## src/rtl/iobus_uart_tx.sv

```systemverilog
// IOBUS-mapped 8N1 UART transmitter: CPU byte writes are queued in a small FIFO
// and shifted out LSB first; a STATUS word reports FIFO and line state.
module iobus_uart_tx #(
  parameter int          CLK_RATE   = 50,
  parameter int          BAUD       = 115200,
  parameter logic [31:0] BASE_ADDR  = 32'h1100_0040,
  parameter int          FIFO_DEPTH = 8
) (
  input  logic        CLK,
  input  logic        RESET,
  input  logic [31:0] IOBUS_ADDR,
  input  logic [31:0] IOBUS_OUT,
  input  logic        IOBUS_WR,
  output logic [31:0] IOBUS_RD,
  output logic        TX,
  output logic        TX_BUSY
);

  function automatic int round_div(input int num, input int den);
    return (num + den / 2) / den;
  endfunction

  localparam int DATA_W = 8;
  localparam int DIV    = round_div(CLK_RATE * 1_000_000, BAUD);
  localparam int CNT_W  = (DIV > 1) ? $clog2(DIV) : 1;
  localparam int PTR_W  = $clog2(FIFO_DEPTH);

  localparam logic [31:0]      STAT_ADDR = BASE_ADDR + 32'd4;
  localparam logic [CNT_W-1:0] CNT_LAST  = CNT_W'(DIV - 1);
  localparam logic [CNT_W-1:0] CNT_ONE   = CNT_W'(1);
  localparam logic [PTR_W-1:0] PTR_ONE   = PTR_W'(1);
  localparam logic [PTR_W:0]   LVL_ONE   = (PTR_W + 1)'(1);
  localparam logic [PTR_W:0]   LVL_FULL  = (PTR_W + 1)'(FIFO_DEPTH);

  typedef enum logic [1:0] {IDLE, START, DATA, STOP} state_t;

  logic [DATA_W-1:0] mem [FIFO_DEPTH];
  logic [PTR_W-1:0]  wr_ptr, rd_ptr;
  logic [PTR_W:0]    count;
  logic              overflow, full, empty;
  logic              wr_data, wr_stat, push, pop;

  state_t            state, state_nxt;
  logic [CNT_W-1:0]  baud_cnt, baud_nxt;
  logic [2:0]        bit_idx, bit_nxt;
  logic [DATA_W-1:0] shift;
  logic              shift_en, tx_nxt, bit_end;

  logic              unused_hi;
  assign unused_hi = ^IOBUS_OUT[31:8];

  assign full    = (count == LVL_FULL);
  assign empty   = (count == '0);
  assign wr_data = IOBUS_WR && (IOBUS_ADDR == BASE_ADDR);
  assign wr_stat = IOBUS_WR && (IOBUS_ADDR == STAT_ADDR);
  // A pop in the same cycle frees the slot, so a full FIFO can still accept.
  assign push    = wr_data && (!full || pop);
  assign bit_end = (baud_cnt == CNT_LAST);

  always_ff @(posedge CLK) begin
    if (RESET) begin
      wr_ptr   <= '0;
      rd_ptr   <= '0;
      count    <= '0;
      overflow <= 1'b0;
    end else begin
      if (push) wr_ptr <= wr_ptr + PTR_ONE;
      if (pop)  rd_ptr <= rd_ptr + PTR_ONE;
      if (push && !pop)      count <= count + LVL_ONE;
      else if (!push && pop) count <= count - LVL_ONE;
      if (wr_data && full && !pop) overflow <= 1'b1;
      else if (wr_stat)            overflow <= 1'b0;
    end
  end

  always_ff @(posedge CLK) begin
    if (push) mem[wr_ptr] <= IOBUS_OUT[DATA_W-1:0];
  end

  always_ff @(posedge CLK) begin
    if (pop)           shift <= mem[rd_ptr];
    else if (shift_en) shift <= shift >> 1;
  end

  always_comb begin
    state_nxt = state;
    baud_nxt  = baud_cnt + CNT_ONE;
    bit_nxt   = bit_idx;
    pop       = 1'b0;
    shift_en  = 1'b0;
    tx_nxt    = 1'b1;
    case (state)
      IDLE: begin
        baud_nxt = '0;
        if (!empty) begin
          pop       = 1'b1;
          state_nxt = START;
        end
      end
      START: begin
        tx_nxt = 1'b0;
        if (bit_end) begin
          baud_nxt  = '0;
          bit_nxt   = '0;
          state_nxt = DATA;
        end
      end
      DATA: begin
        tx_nxt = shift[0];
        if (bit_end) begin
          baud_nxt = '0;
          shift_en = 1'b1;
          bit_nxt  = bit_idx + 3'd1;
          if (bit_idx == 3'd7) state_nxt = STOP;
        end
      end
      STOP: begin
        if (bit_end) begin
          baud_nxt = '0;
          // Chain straight into the next start bit when more data is waiting.
          if (!empty) begin
            pop       = 1'b1;
            state_nxt = START;
          end else begin
            state_nxt = IDLE;
          end
        end
      end
      default: state_nxt = IDLE;
    endcase
  end

  // TX is driven from the current state, so the line lags the state by one cycle.
  always_ff @(posedge CLK) begin
    if (RESET) begin
      state    <= IDLE;
      baud_cnt <= '0;
      bit_idx  <= '0;
      TX       <= 1'b1;
      TX_BUSY  <= 1'b0;
    end else begin
      state    <= state_nxt;
      baud_cnt <= baud_nxt;
      bit_idx  <= bit_nxt;
      TX       <= tx_nxt;
      TX_BUSY  <= (state != IDLE) || !empty;
    end
  end

  always_comb begin
    IOBUS_RD = '0;
    if (IOBUS_ADDR == STAT_ADDR) begin
      IOBUS_RD[0]    = full;
      IOBUS_RD[1]    = empty;
      IOBUS_RD[2]    = TX_BUSY;
      IOBUS_RD[3]    = overflow;
      IOBUS_RD[12:8] = 5'(count);
    end
  end

endmodule
```

## config.mk

```make
export PLATFORM = sky130hd
export DESIGN_NAME = iobus_uart_tx
export DESIGN_NICKNAME = d
export VERILOG_FILES = /design/src/rtl/iobus_uart_tx.sv
export SDC_FILE = /design/constraint.sdc
export NUM_CORES = 1
export LEC_CHECK = 0
export BUFFER_PORTS_ARGS = -buffer_cell sky130_fd_sc_hd__buf_2
export CAP_MARGIN = 15
export CORE_MARGIN = 2
export CORE_UTILIZATION = 45
export CTS_CLUSTER_DIAMETER = 200
export DETAILED_ROUTE_END_ITERATION = 6
export GPL_TIMING_DRIVEN = 0
export PLACE_DENSITY = 0.71
export SETUP_SLACK_MARGIN = 0.5
export SLEW_MARGIN = 0
export SYNTH_ARGS = -nofsm -noshare
export SYNTH_HDL_FRONTEND = slang
export SYNTH_SLANG_ARGS = --single-unit
```

## constraint.sdc

```tcl
create_clock -name CLK -period 3.1 [get_ports CLK]
set_input_delay 0.155 -clock CLK [delete_from_list [all_inputs] [get_ports CLK]]
set_output_delay 0.155 -clock CLK [all_outputs]
set_load 0.02 [all_outputs]
```

==> metrics.log <==
[metrics] aggregate routed wire length: around 8500 um
[metrics] worst-case register-to-register setup slack: 0.44 ns
[metrics] count of pins on the block boundary: ~100
[metrics] unrepaired setup endpoints after global routing: true
[metrics] TritonCTS clock tree: yes
[metrics] cell taking the most area after synthesis: edfxtp_1
[metrics] fill cell count: between 700 and 800
[metrics] transition at the pin with the smallest max-transition slack: a little under 0.9 ns
[metrics] power density over the cells: around 700 nW/um2
[metrics] antenna fix cells: 0
[metrics] TritonCTS sink count: 102
[metrics] number of standard cells in the layout, taps in and fillers out: approximately 580
[metrics] area added between synthesis and finish: 21.8%
[metrics] synthesized flop and latch total: approximately 100
[metrics] overall die height: approximately 110 um
[metrics] buffer depth of the longest clock path: 2
[metrics] top area cells in the synthesized netlist: edfxtp_1 (47%), dfxtp_1 (13%), mux4_2 (7.8%), buf_4 (3.9%), ha_1 (3.8%)
[metrics] number of buffers inserted for hold repair after clock tree synthesis: 0
[metrics] Cells after Synth: 330
[metrics] share of async-settable or async-resettable flops after synthesis: 0%
[metrics] count of max-cap constraint violations: 0
[metrics] root buf cell: clkbuf_8
[metrics] first-pass GRT wire length: roughly 14,000 um
[metrics] first-pass iteration count of the detailed router: 4
[metrics] fraction of synthesized cell area taken by the top area cell type: a little under half
[metrics] depth of the CTS H-tree: 3
[metrics] last weighted congestion value of the routability-driven placer: 0.762
[metrics] per-instance average area after synthesis: between 10 and 15 um2
[metrics] most common cell after layout, fill and taps aside: edfxtp_1
[metrics] Core Region: 10,100 um2
[metrics] proportion of synthesized chip area in sequential cells: between 50% and 60%
[metrics] distinct cell type count after synthesis: between 50 and 60
[metrics] ANT nets after route: 0
[metrics] Initial Utilization: about 46%
[metrics] via count of the first global-routing pass: about 2,900
[metrics] Inserted Clock Buffers: 9
[metrics] VDD IR-drop max: between 0.3 and 0.4 mV
[metrics] number of antenna violations at the first check in global routing: 0
[metrics] input/output buffers: 51
[metrics] static leakage: around 2.1 nW
[metrics] Die Outline Area: 11,100 um2
[metrics] row cnt: 37
[metrics] residual overflow from global routing: 0
[metrics] Final Net Count: ~520
[metrics] Via-to-Cell Ratio: between 4 and 5
[metrics] final setup margin: between 0.4 and 0.5 ns
[metrics] summed negative setup slack over all endpoints: 0 ns
[metrics] count of flip-flops with a built-in enable after synthesis: roughly 70
[metrics] Setup crit end kind: register
[metrics] capture point of the worst path: count[3]
[metrics] shortest period the worst path allows: 2.66 ns
[metrics] placed instance count: between 500 and 600
[metrics] x dimension of the die: approximately 110 um
[metrics] kind of critical path: register to register
[metrics] total global-route track usage: 16.4%
[metrics] Yosys warning count: 0
[metrics] wire length per cell after detailed routing: 14.7 um
[metrics] data required time at the worst endpoint: around 3.4 ns
[metrics] Clk pin slew, worst setup/hold paths: about 0.10 ns
[metrics] DRC violation count after routing: 0
[metrics] Fmax: ~380 MHz
[metrics] Final Hold Viols: 0
[metrics] Max-slew headroom: approximately two fifths
[metrics] post-synthesis instance area: approximately 4600 um2
[metrics] outcome: finished clean
[metrics] total number of vias: between 2,000 and 3,000
[metrics] share of post-route cells with drive strength above 1: approximately 40%
[metrics] R2R Path Start: count[0]
[metrics] first element of the critical path: count[0]
[metrics] Period Utilization, post-route: a little under nine tenths
[metrics] DP Worst Slack: ~0.037 ns
[metrics] worst-case clock skew: 0.0124 ns
[metrics] Clk Latency, worst-skew pair: approximately 0.38 ns
[metrics] fin. max-slew vios: 0
[metrics] starting DRC count in detailed routing: between 100 and 150
[metrics] total of endpoints with negative setup slack in the final report: 0
[metrics] half-perimeter wire length after detailed placement: between 5000 and 6000 um
[metrics] path class of the lowest-slack min-delay path: input pin to register
[metrics] data arrival time of the worst path: slightly below 3 ns
[metrics] worst-path maximum fanout: 4
[metrics] top_reg_cell synth: edfxtp_1
[metrics] pin count of the biggest net entering global routing: 22
[metrics] nature of the critical path startpoint: register
[metrics] worst r2r dst: count[3]
[metrics] highest-count cells in the layout ignoring fill and taps: edfxtp_1 (72), buf_2 (54), buf_4 (43)
[metrics] number of cells on the worst reg-to-reg path: 12
-- through the flow --
step                      hold WS [ns]  power [mW]  area, um2  utilization (%)
final                           0.0343        3.95       5640             55.6
after global routing            0.0322        4.19       5640             55.6
after floorplan                  0.254        2.64       4740                -
after CTS                       0.0194        3.85       5550             54.7
after detailed placement         0.428        2.90       5200             51.3
after global placement           0.416        2.86       5170             51.0
-- final cells by class --
| class | instances | area (um2) | area share [%] |
|---|---|---|---|
| Tap cell | 136 | 170 | 3.02 |
| Timing Repair Buffer | 71 | 403 | 7.15 |
| Clock inverter | 7 | 80.1 | 1.42 |
| Inverter | 8 | 35.0 | 0.621 |
| Buffer | 34 | 231 | 4.11 |
| Clock buffer | 9 | 124 | 2.20 |
| Multi-Input combinational cell | 209 | 1820 | 32.2 |
| Sequential cell | 102 | 2780 | 49.3 |
-- state kept, by name, summed over array words and instances (netlist names), named ones only --
register,flops
mem,64
baud_cnt,9
shift,8
count,4
bit_idx,3
rd_ptr,3
wr_ptr,3
state,2
TX,1
TX_BUSY,1
overflow,1
-- synthesized netlist by cell type, types with 3 or more instances --
master and n:
a21oi_1 11, xor2_1 5, nor2_1 26, or3_1 3
mux4_2 16, xnor2_1 7, nor4_2 5, dfxtp_1 30
and4_1 4, and3_1 6, nor4_1 3, nand3_1 7
nor3b_1 3, clkbuf_1 5, o21ai_0 11, mux2i_1 12
nor3_1 3, edfxtp_1 72, inv_1 8, o21ai_2 3
nand2_1 15, buf_4 24, ha_1 14
-- power by group --
group	switching, mW	total, mW	internal [mW]	leakage [nW]
sequential	0.0754	1.72	1.64	0.898
combinational	0.703	1.42	0.715	1.14
clock	0.499	0.819	0.320	0.0994
total	1.28	3.95	2.68	2.14
-- worst max-delay path, stage by stage, from the launching register on --
cell     delay [ns]
dfxtp_4        0.37
or4_4          0.56
and4_4         0.23
nor2_8         0.09
buf_8          0.11
ha_4           0.13
inv_4          0.05
ha_4           0.20
a21o_1         0.16
a21oi_2        0.14
xnor2_1        0.09
or3_1          0.31
a21oi_1        0.13
-- cells by family (layout without fill, tap and decap cells) --
family / Yosys count / in the layout / synth area share (%)
flip-flops: 102 / 102 / 59.7
AND/OR/NAND/NOR: 99 / 99 / 13.8
buffers and inverters: 42 / 129 / 5.57
AO/OA/AOI/OAI: 31 / 31 / 4.00
multiplexers: 28 / 28 / 10.4
adder cells (fa/ha/maj): 15 / 15 / 4.22
XOR/XNOR: 12 / 12 / 2.27
other: 1 / 24 / 0.0810
-- repair_timing --
item | in CTS | in global routing
cloned | 0 | 0
hold endpoints to repair | 0 | 0
resized for setup | 15 | 9
buffers inserted | 12 | 6
pin swaps | 10 | 11
setup endpoints to repair | 26 | 18
-- how the worst min path moves through the flow --
stage / start / to / slack (ns) / cells after the start
floorplan: IOBUS_OUT[0] / mem[0][0] / 0.25 / 0
global route: IOBUS_OUT[7] / mem[7][7] / 0.03 / 1
global placement: IOBUS_OUT[2] / mem[3][2] / 0.42 / 1
finish: IOBUS_OUT[7] / mem[0][7] / 0.03 / 1
detailed placement: IOBUS_OUT[7] / mem[0][7] / 0.43 / 1
CTS: IOBUS_OUT[7] / mem[0][7] / 0.02 / 1
-- routing by layer --
| layer | wire length (um) | part of all wire, % | vias up | global-route usage, % |
|---|---|---|---|---|
| met5 | 0 | 0 | - | 0 |
| met4 | 135 | 1.6 | 0 | 5.52 |
| met3 | 466 | 5.5 | 13 | 5.01 |
| met2 | 4360 | 52 | 84 | 28.9 |
| met1 | 3490 | 41 | 1370 | 19.1 |
| li1 | - | - | 1408 | - |
(Power assumes the default switching activity.)
